--- src/rtl/intpol2_dn_ctrl.sv ---
// Control path for the quadratic interpolator: L = 2^LOG2_L phases, NCH interleaved channels.
// Define INTPOL_STALL_CNT_EN to add the 32-bit stall_cnt output (saturating stall-cycle counter).
module intpol2_dn_ctrl #(
  parameter int LOG2_L         = 2,
  parameter int NCH            = 2,
  parameter int CH_W           = 1,
  parameter int DP_LAT         = 3,
  parameter int CONFIG_WIDTH   = 32,
  parameter int MEM_ADDR_WIDTH = 16
) (
  input  logic                      clk,
  input  logic                      rst,
  input  logic                      start,
  input  logic                      mode,
  input  logic                      bypass,
  input  logic [CONFIG_WIDTH-1:0]   ilen,
  input  logic                      Empty_i,
  input  logic                      Afull_i,
  output logic                      Read_Enable,
  output logic [MEM_ADDR_WIDTH-1:0] M_addr,
  output logic                      Ld_win,
  output logic [CH_W-1:0]           ch_sel,
  output logic [LOG2_L-1:0]         sel_xi,
  output logic                      en_sum,
  output logic                      Write_Enable,
  output logic [MEM_ADDR_WIDTH-1:0] Y_addr,
  output logic                      FIFO_bypass,
  output logic                      busy,
  output logic                      done,
  output logic                      stop_empty,
  output logic                      stop_Afull,
  output logic                      clear
`ifdef INTPOL_STALL_CNT_EN
  , output logic [31:0]             stall_cnt
`endif
);

  typedef enum logic [2:0] {
    S_IDLE  = 3'd0,
    S_CLEAR = 3'd1,
    S_READ  = 3'd2,
    S_COMP  = 3'd3,
    S_BYP   = 3'd4,
    S_FLUSH = 3'd5,
    S_DONE  = 3'd6
  } state_t;

  state_t                    r_state;
  state_t                    w_next_state;
  logic [CONFIG_WIDTH-1:0]   r_k;
  logic [CONFIG_WIDTH-1:0]   r_ilen;
  logic [CH_W-1:0]           r_c;
  logic [LOG2_L-1:0]         r_p;
  logic [MEM_ADDR_WIDTH-1:0] r_addr;
  logic [MEM_ADDR_WIDTH-1:0] r_yaddr;
  logic                      r_bypass;
  logic                      r_mode;
  logic                      r_ld_win;
  logic                      r_en_sum;
  logic [CH_W-1:0]           r_ch_sel;
  logic [LOG2_L-1:0]         r_sel_xi;
  logic [DP_LAT-1:0]         r_dly;
  logic [DP_LAT-1:0]         w_dly_low;

  logic w_read_en;
  logic w_sum_fire;
  logic w_stop_empty;
  logic w_stop_afull;
  logic w_last_ch;
  logic w_last_p;
  logic w_last_k;
  logic w_stall_rd;
  logic w_stall_wr;

  assign w_last_ch  = (r_c == CH_W'(NCH - 1));
  assign w_last_p   = (r_p == {LOG2_L{1'b1}});
  assign w_last_k   = ((r_k + CONFIG_WIDTH'(1)) == r_ilen);
  assign w_stall_rd = r_mode & Empty_i;
  assign w_stall_wr = r_mode & Afull_i;
  // The MSB of the delay line is the write happening this cycle, so it does not block FLUSH exit.
  assign w_dly_low  = r_dly << 1;

  always_ff @(posedge clk) begin
    if (rst) begin
      r_state <= S_IDLE;
    end else begin
      r_state <= w_next_state;
    end
  end

  always_comb begin
    w_next_state = r_state;
    w_read_en    = 1'b0;
    w_sum_fire   = 1'b0;
    w_stop_empty = 1'b0;
    w_stop_afull = 1'b0;
    case (r_state)
      S_IDLE: begin
        if (start) w_next_state = S_CLEAR;
        else       w_next_state = S_IDLE;
      end
      S_CLEAR: begin
        if ((!r_bypass && (r_ilen < CONFIG_WIDTH'(3))) || (r_bypass && (r_ilen == '0)))
          w_next_state = S_FLUSH;
        else
          w_next_state = S_READ;
      end
      S_READ: begin
        if (w_stall_rd) begin
          w_stop_empty = 1'b1;
        end else begin
          w_read_en = 1'b1;
          if (w_last_ch && r_bypass)                          w_next_state = S_BYP;
          else if (w_last_ch && (r_k >= CONFIG_WIDTH'(2)))    w_next_state = S_COMP;
          else                                                w_next_state = S_READ;
        end
      end
      S_COMP: begin
        if (w_stall_wr) begin
          w_stop_afull = 1'b1;
        end else begin
          w_sum_fire = 1'b1;
          if (w_last_ch && w_last_p) w_next_state = w_last_k ? S_FLUSH : S_READ;
          else                       w_next_state = S_COMP;
        end
      end
      S_BYP: begin
        if (w_stall_wr) begin
          w_stop_afull = 1'b1;
        end else begin
          w_sum_fire = 1'b1;
          if (w_last_ch) w_next_state = w_last_k ? S_FLUSH : S_READ;
          else           w_next_state = S_BYP;
        end
      end
      S_FLUSH: begin
        if (!r_en_sum && (w_dly_low == '0)) w_next_state = S_DONE;
        else                                w_next_state = S_FLUSH;
      end
      S_DONE:  w_next_state = S_IDLE;
      default: w_next_state = S_IDLE;
    endcase
  end

  // Counters, window/compute strobes and the write-latency delay line.
  always_ff @(posedge clk) begin
    if (rst) begin
      r_k      <= '0;
      r_ilen   <= '0;
      r_c      <= '0;
      r_p      <= '0;
      r_addr   <= '0;
      r_yaddr  <= '0;
      r_bypass <= 1'b0;
      r_mode   <= 1'b0;
      r_ld_win <= 1'b0;
      r_en_sum <= 1'b0;
      r_ch_sel <= '0;
      r_sel_xi <= '0;
      r_dly    <= '0;
    end else begin
      r_ld_win <= w_read_en;
      r_en_sum <= w_sum_fire;
      r_dly    <= (r_dly << 1) | DP_LAT'(r_en_sum);
      if (r_dly[DP_LAT-1]) r_yaddr <= r_yaddr + MEM_ADDR_WIDTH'(1);
      if ((r_state == S_IDLE) && start) begin
        r_ilen   <= ilen;
        r_bypass <= bypass;
        r_mode   <= mode;
      end
      if (w_read_en) begin
        r_addr   <= r_addr + MEM_ADDR_WIDTH'(1);
        r_ch_sel <= r_c;
        r_c      <= w_last_ch ? '0 : r_c + CH_W'(1);
        if (w_last_ch && !r_bypass && (r_k < CONFIG_WIDTH'(2))) r_k <= r_k + CONFIG_WIDTH'(1);
      end
      if (w_sum_fire && (r_state == S_COMP)) begin
        r_ch_sel <= r_c;
        r_sel_xi <= r_p;
        r_p      <= r_p + LOG2_L'(1);
        if (w_last_p) r_c <= w_last_ch ? '0 : r_c + CH_W'(1);
        if (w_last_p && w_last_ch) r_k <= r_k + CONFIG_WIDTH'(1);
      end
      if (w_sum_fire && (r_state == S_BYP)) begin
        r_ch_sel <= r_c;
        r_sel_xi <= '0;
        r_c      <= w_last_ch ? '0 : r_c + CH_W'(1);
        if (w_last_ch) r_k <= r_k + CONFIG_WIDTH'(1);
      end
      if (r_state == S_CLEAR) begin
        r_k      <= '0;
        r_c      <= '0;
        r_p      <= '0;
        r_addr   <= '0;
        r_yaddr  <= '0;
        r_ch_sel <= '0;
        r_sel_xi <= '0;
      end
    end
  end

`ifdef INTPOL_STALL_CNT_EN
  logic [31:0] r_stall_cnt;

  // Saturating count of stalled cycles; left untouched after the run completes.
  always_ff @(posedge clk) begin
    if (rst) begin
      r_stall_cnt <= 32'd0;
    end else if (r_state == S_CLEAR) begin
      r_stall_cnt <= 32'd0;
    end else if ((w_stop_empty || w_stop_afull) && (r_stall_cnt != 32'hFFFF_FFFF)) begin
      r_stall_cnt <= r_stall_cnt + 32'd1;
    end else begin
      r_stall_cnt <= r_stall_cnt;
    end
  end

  assign stall_cnt = r_stall_cnt;
`endif

  assign Read_Enable  = w_read_en;
  assign stop_empty   = w_stop_empty;
  assign stop_Afull   = w_stop_afull;
  assign M_addr       = r_addr;
  assign Ld_win       = r_ld_win;
  assign ch_sel       = r_ch_sel;
  assign sel_xi       = r_sel_xi;
  assign en_sum       = r_en_sum;
  assign Write_Enable = r_dly[DP_LAT-1];
  assign Y_addr       = r_yaddr;
  assign busy         = (r_state != S_IDLE) && (r_state != S_DONE);
  assign FIFO_bypass  = busy && r_bypass;
  assign done         = (r_state == S_DONE);
  assign clear        = (r_state == S_CLEAR);

endmodule

--- config.mk ---
export PLATFORM = sky130hd
export DESIGN_NAME = intpol2_dn_ctrl
export DESIGN_NICKNAME = d
export VERILOG_FILES = /design/src/rtl/intpol2_dn_ctrl.sv
export SDC_FILE = /design/constraint.sdc
export NUM_CORES = 1
export LEC_CHECK = 0
export ABC_AREA = 1
export CAP_MARGIN = 20
export CORE_MARGIN = 1
export CORE_UTILIZATION = 30
export CTS_BUF_LIST = sky130_fd_sc_hd__clkbuf_4
export CTS_CLUSTER_DIAMETER = 30
export DETAILED_ROUTE_END_ITERATION = 6
export HOLD_SLACK_MARGIN = 0.1
export PLACE_DENSITY_LB_ADDON = 0.25
export SYNTH_ARGS = -nofsm -noshare
export SYNTH_HDL_FRONTEND = slang
export SYNTH_SLANG_ARGS = --single-unit
--- constraint.sdc ---
create_clock -name clk -period 3.11 [get_ports clk]
set_clock_uncertainty 0.05 [all_clocks]
set_input_delay 0.622 -clock clk [delete_from_list [all_inputs] [get_ports clk]]
set_output_delay 0.622 -clock clk [all_outputs]
set_load 0.01 [all_outputs]
==> impl_results.md <==
- Cell Pwr Density: 365 mW/mm^2
- Crit path DAT: 2.17 ns
- Post-Place Cells: 1,450
- Final #Nets: 1,225
- Part of the Yosys area used for sequential elements: 0.328
- Final Max Tran Viols: 0
- CTS tree: done
- Bufs on Longest Clock Path: 2
- Post-Layout Cell Count: 1,468
- Status: finished, final reports clean
- Die area: 0.0234 mm^2
- CORE AREA: 0.0221 mm^2
- Final Util: 0.369
- Total number of vias: 7,297
- Delay-heaviest family, CP: buffers and inverters
- Crit path largest cell delay: 0.54 ns
- Dpl ws: 0.392 ns
- DRC errors left: 0
- Slowest-stage cell, CP: clkdlybuf4s50_1
- Largest family of logic cells by synthesized area: simple AND/OR/NAND/NOR gates
- Hold WS: 0.410 ns
- Unrepaired setup endpoints after global routing: false
- Critical path buffers and inverters: 4
- Post-Synth Simple-Gate Area: 0.424
- Antenna Nets Post-Route: 0
- Nature of the critical path endpoint: output port
- Remaining global-route overflow: 0
- Synth Area in Compound Gates: 0.145
- IO Port Bufs: 83
- Clk slew on worst S/H paths: 0.22 ns
- Required time of the worst setup path: 2.44 ns
- Rows: 54
- Crit path kind: register to output port
- Final WL: 22,000 um
- Critical Path Source Type: register
- Worst-path maximum fanout: 5
- Synth Net Count: 1,149
- Final setup TNS: 0 ns
- Vias in the first global route: 6,839
- Post-CTS Setup Bufs: 0
- Worst rel slew slack: 0.573
- Avg WL per Cell: 15.0 um
- Crit-path cells: inv_1 -> nor3_4 -> inv_1 -> nand2_1 -> nand2_1 -> inv_1 -> clkdlybuf4s50_1
- Die Width: 153 um
- Syn-to-layout area delta: 19.5%
- Commonest non-fill, non-tap cell in the layout: nand2_1
- Max_cap viols: 0
- Layout cell share with drive strength beyond 1: 0.0649
- Sink Count: 112
- Yosys warning count: 0
- Skew-Pair Late Insertion Delay: 0.53 ns
- Lkg Pwr: 3.28 nW
- Synth Register Bits: 112
- Maximum clock frequency: 352 MHz
- Mux cell area share after synthesis: 0
- Overall Power: 2.98 mW
- Design Area, Final: 0.00816 mm^2
- Initial Utilization: 0.309
- Initial antenna violation count: 1
- First-pass GRT wire length: 35,700 um
- Max IR drop VDD: 172 uV
- Tcrit/Tclk final: 0.913
- Commonest cells after routing, fill and taps aside: 296 x nand2_1, 129 x inv_1, 129 x nor2_1
- DR iter-0 viols: 490
- Count of different cell masters after synthesis: 38
- # H-tree levels: 3
- Root Buffer: clkbuf_4
- Placed Area: 0.00799 mm^2
- Total GRT Usage: 0.194
- Pin slew with the least headroom to its limit: 0.640 ns
- Adder-Cell Fraction of Synth Area: 0.00916
- Fin crit period: 2.84 ns
- Fill count: 2,424
- Vias per cell: 4.97
- CTS buffer count: 9
- Final Hold Viols: 0
- HPWL after DPL: 17,000 um
- Syn_area_per_cell: 6.18 um^2
- Critical path's most frequent cell: inv_1
- Largest net degree at the start of global routing: 70
- Initial DRT Pass Iterations: 5
- Mapped cell area: 0.00683 mm^2
- Synthesized instance count: 1,105
- Post-Synth XOR/XNOR Area: 0.00256
- IO Count: 84
- Final setup violation count: 0
- Setup slack after layout: 0.270 ns
- Worst hold path type: register to register
- RD Place Congestion: 0.929
- Die H: 153 um
where the power goes:
group	internal, mW	switching, mW	total [mW]
combinational	0.225	0.393	0.618
sequential	1.50	0.0584	1.56
clock	0.198	0.603	0.801
total	1.93	1.05	2.98
Yosys cell counts, drive strengths merged:
| library cell | n | area [um^2] |
|---|---|---|
| nand2 | 310 | 1210 |
| nor2 | 151 | 708 |
| inv | 133 | 499 |
| dfxtp | 112 | 2240 |
| nand3 | 109 | 566 |
| a21oi | 85 | 429 |
| o21ai | 74 | 370 |
| nand4 | 27 | 181 |
| nor3 | 27 | 135 |
| clkbuf | 20 | 75.1 |
| a31oi | 13 | 81.3 |
| nor4 | 9 | 56.3 |
| buf | 7 | 46.3 |
| ha | 5 | 62.6 |
| a211oi | 4 | 30.0 |
| o21a | 4 | 30.0 |
| and3 | 3 | 18.8 |
| a311oi | 2 | 17.5 |
| o21bai | 2 | 15.0 |
| xor2 | 2 | 17.5 |
| clkinv | 1 | 3.75 |
| nand3b | 1 | 7.51 |
| nor3b | 1 | 7.51 |
| o211ai | 1 | 7.51 |
| o31ai | 1 | 7.51 |
| or2 | 1 | 6.26 |
final timing paths:
kind	start	end	slack [ns]	cells past startpoint
max	r_state[1]$_SDFFE_PP0P_	stop_Afull	0.27	7
min	M_addr[15]$_SDFFE_PP0P_	M_addr[15]$_SDFFE_PP0P_	0.41	1
max reg2reg	r_k[1]$_SDFF_PP0_	r_state[2]$_SDFFE_PP0P_	0.36	17
min reg2reg	M_addr[15]$_SDFFE_PP0P_	M_addr[15]$_SDFFE_PP0P_	0.41	1
worst register-to-register path, cell delays in order (launching register included):
cell and delay, ns:
dfxtp_1 0.48, ha_2 0.29, nand2_1 0.14, nor2_4 0.24, nand3_2 0.17, nor2_1 0.15
nand2_1 0.10, nand3_1 0.17, nand3_1 0.09, nor2_1 0.10, nand2_1 0.06, nor2_1 0.08
nand2_1 0.05, nor2_1 0.18, nand2_1 0.07, nand3_1 0.08, nand2_1 0.05, a21oi_1 0.13
layout make-up:
type                            instances  area [um^2]  area share
Inverter                              134          503      0.0616
Tap cell                              280          350      0.0429
Timing Repair Buffer                   92          923       0.113
Clock buffer                            9         67.6     0.00828
Antenna cell                            2         5.00    0.000613
Sequential cell                       112         2240       0.275
Clock inverter                          7         85.1      0.0104
Multi-Input combinational cell        832         3980       0.488
cell families after synthesis:
| kind of cell | after synthesis |
|---|---|
| adder cells (fa/ha/maj) | 5 |
| AND/OR/NAND/NOR | 639 |
| flip-flops | 112 |
| AO/OA/AOI/OAI | 186 |
| XOR/XNOR | 2 |
| buffers and inverters | 161 |
sequential cells by signal, indices dropped and copies added, names as in the netlist:
name      cells
en_sum        1
sel_xi        2
Ld_win        1
r_state       3
r_bypass      1
r_dly         3
M_addr       16
r_k          32
r_mode        1
Y_addr       16
r_p           2
ch_sel        1
r_ilen       32
r_c           1
layer usage:
layer  vias to the layer above  part of all wire  global-route usage
li1                       3786                 -                   -
met1                      3291              0.46               0.260
met2                       190              0.45               0.309
met3                        30             0.063              0.0289
met4                         0             0.028              0.0832
met5                         -                 0                   0
what timing repair did:
action,4_1_cts,5_1_grt
resized for setup,0,4
hold buffers,0,0
endpoints found under the setup margin,0,3
Note: power is estimated with default switching activity, not from simulation.
==> RTL edit: new RTL, same settings <==
Register the input `mode` before use. The logic sees it one clock later. The other inputs are not delayed to match.
--- a/src/rtl/intpol2_dn_ctrl.sv
+++ b/src/rtl/intpol2_dn_ctrl.sv
@@ -45,6 +45,12 @@
     S_DONE  = 3'd6
   } state_t;
 
+  logic mode_q;
+
+  always_ff @(posedge clk) begin
+    mode_q <= mode;
+  end
+
   state_t                    r_state;
   state_t                    w_next_state;
   logic [CONFIG_WIDTH-1:0]   r_k;
@@ -166,7 +172,7 @@
       if ((r_state == S_IDLE) && start) begin
         r_ilen   <= ilen;
         r_bypass <= bypass;
-        r_mode   <= mode;
+        r_mode   <= mode_q;
       end
       if (w_read_en) begin
         r_addr   <= r_addr + MEM_ADDR_WIDTH'(1);
Behaviour: not the same (a bounded check fails within 4 cycles, from zero or initial values and one cycle with rst high).
==> RTL edit against the unedited design <==
Total power increased by 11%. Combinational power decreased by 15%. Synthesized area decreased by 7.9%. Hold slack improved by 0.0077 ns. Critical path depth increased by 1. Clock power increased by 54%. Wire length decreased by 18%. Sequential cell count increased by 1. Setup slack got worse by 0.040 ns. Final area decreased by 4.6%. Largest cell class unchanged. Largest power group unchanged.
==> RTL edit: results (changes against the unedited design) <==
Outcome -> finished, final reports clean
Inst Count DP -> 1337 (-7.8%)
Synth cell types -> 34 (-11%)
GRT Util Overall -> 0.173 (-0.0203)
Pre-Repair DR Iteration Count -> 6 (+1)
Least-Margin Pin Slew -> 0.855 ns (+0.216 ns)
Post-synth top cells -> 268 x nand2_1, 130 x inv_1, 113 x dfxtp_1
Ranking of synthesized cells by area -> dfxtp_1 36%, nand2_1 16%, inv_1 7.8%
Vias -> 6374 (-13%)
Num CTS Buffers -> 17 (+8)
Global-route wire length before repair -> 29500 µm (-17%)
Post-DP HPWL -> 13600 µm (-20%)
Worst endpoint data arrival time -> 2.21 ns (+0.04 ns)
Leak -> 0.00314 µW (-4.3%)
Sequential share of the synthesized area -> 0.360 (+0.0314)
Routability cong. -> 0.863 (-7.2%)
CP Max Fanout -> 4 (-1)
Dpl cell area -> 0.00747 mm² (-6.5%)
Met2 usage -> 0.282 (-0.0264)
Share of layout cells above drive strength 1 -> 0.0747 (+0.00976)
Pin count of the biggest net entering global routing -> 39 (-44%)
Min-delay src -> sel_xi[0]
NetSw -> 967 µW (-8.3%)
GR Layer Usage met3 -> 0.0385 (+0.00959)
Drt total wl -> 18000 µm (-18%)
M1 GR Usage -> 0.230 (-0.0297)
Worst-Skew Late Latency -> 0.55 ns (+0.02 ns)
Initial DRC count -> 373 (-24%)
Post-Layout Cell Count -> 1369 (-6.7%)
Hold Path Depth -> 2 (+1)
Vias in the first global route -> 5888 (-14%)
Fin nets -> 1130 (-7.8%)
Worst-path clk slew -> 0.11 ns (-0.11 ns)
## RTL edit: cell families (layout without fill, tap and decap cells)
kind of cell	count (synthesis)	in the layout	synth area share
flops	113	113	0.360
compound gates	193	193	0.159
other cells	0	1	0
xor+xnor	4	4	0.00776
fa+ha+maj	5	5	0.00995
buf+inv	159	262	0.0967
simple gates	521	521	0.367
## RTL edit: final cells by class
type | count | area [µm²]
Clock inverter | 13 | 169
Timing Repair Buffer | 97 | 936
Multi-Input combinational cell | 723 | 3440
Tap cell | 270 | 338
Sequential cell | 113 | 2260
Fill cell | 2209 | 12600
Clock buffer | 18 | 135
Inverter | 134 | 503
Antenna cell | 1 | 2.50
## RTL edit: path summary, 6_finish.rpt
check,slack (ns),end
max,0.23,stop_Afull
min reg2reg,0.42,sel_xi[0]
max reg2reg,0.45,r_state[0]
min,0.42,sel_xi[0]
## RTL edit: critical path, cell delays in order (launching register included)
cell,delay [ns]
dfxtp_1,0.35
inv_2,0.11
nand2_1,0.08
nor2_1,0.25
inv_1,0.10
nand2_1,0.11
nand2_1,0.05
inv_1,0.07
clkdlybuf4s50_1,0.54
## RTL edit: power by group through the flow
stage | clock network (µW) | registers, µW | logic, µW
finish | 1230 | 1560 | 527
global route | 1330 | 1580 | 597
CTS | 1260 | 1570 | 532
detailed placement | 0 | 1600 | 529
global placement | 0 | 1600 | 526
floorplan | 0 | 1590 | 324
## RTL edit: per-layer routing
layer / vias up / share of wire
met2: 104 / 0.45
met3: 17 / 0.037
met4: 0 / 0.013
li1: 3414 / -
met1: 2839 / 0.50
met5: - / 0
## RTL edit: repair_timing
item,in CTS,in global routing
gates resized for setup,0,1
endpoints found under the hold margin,0,0
setup endpoints to repair,0,1
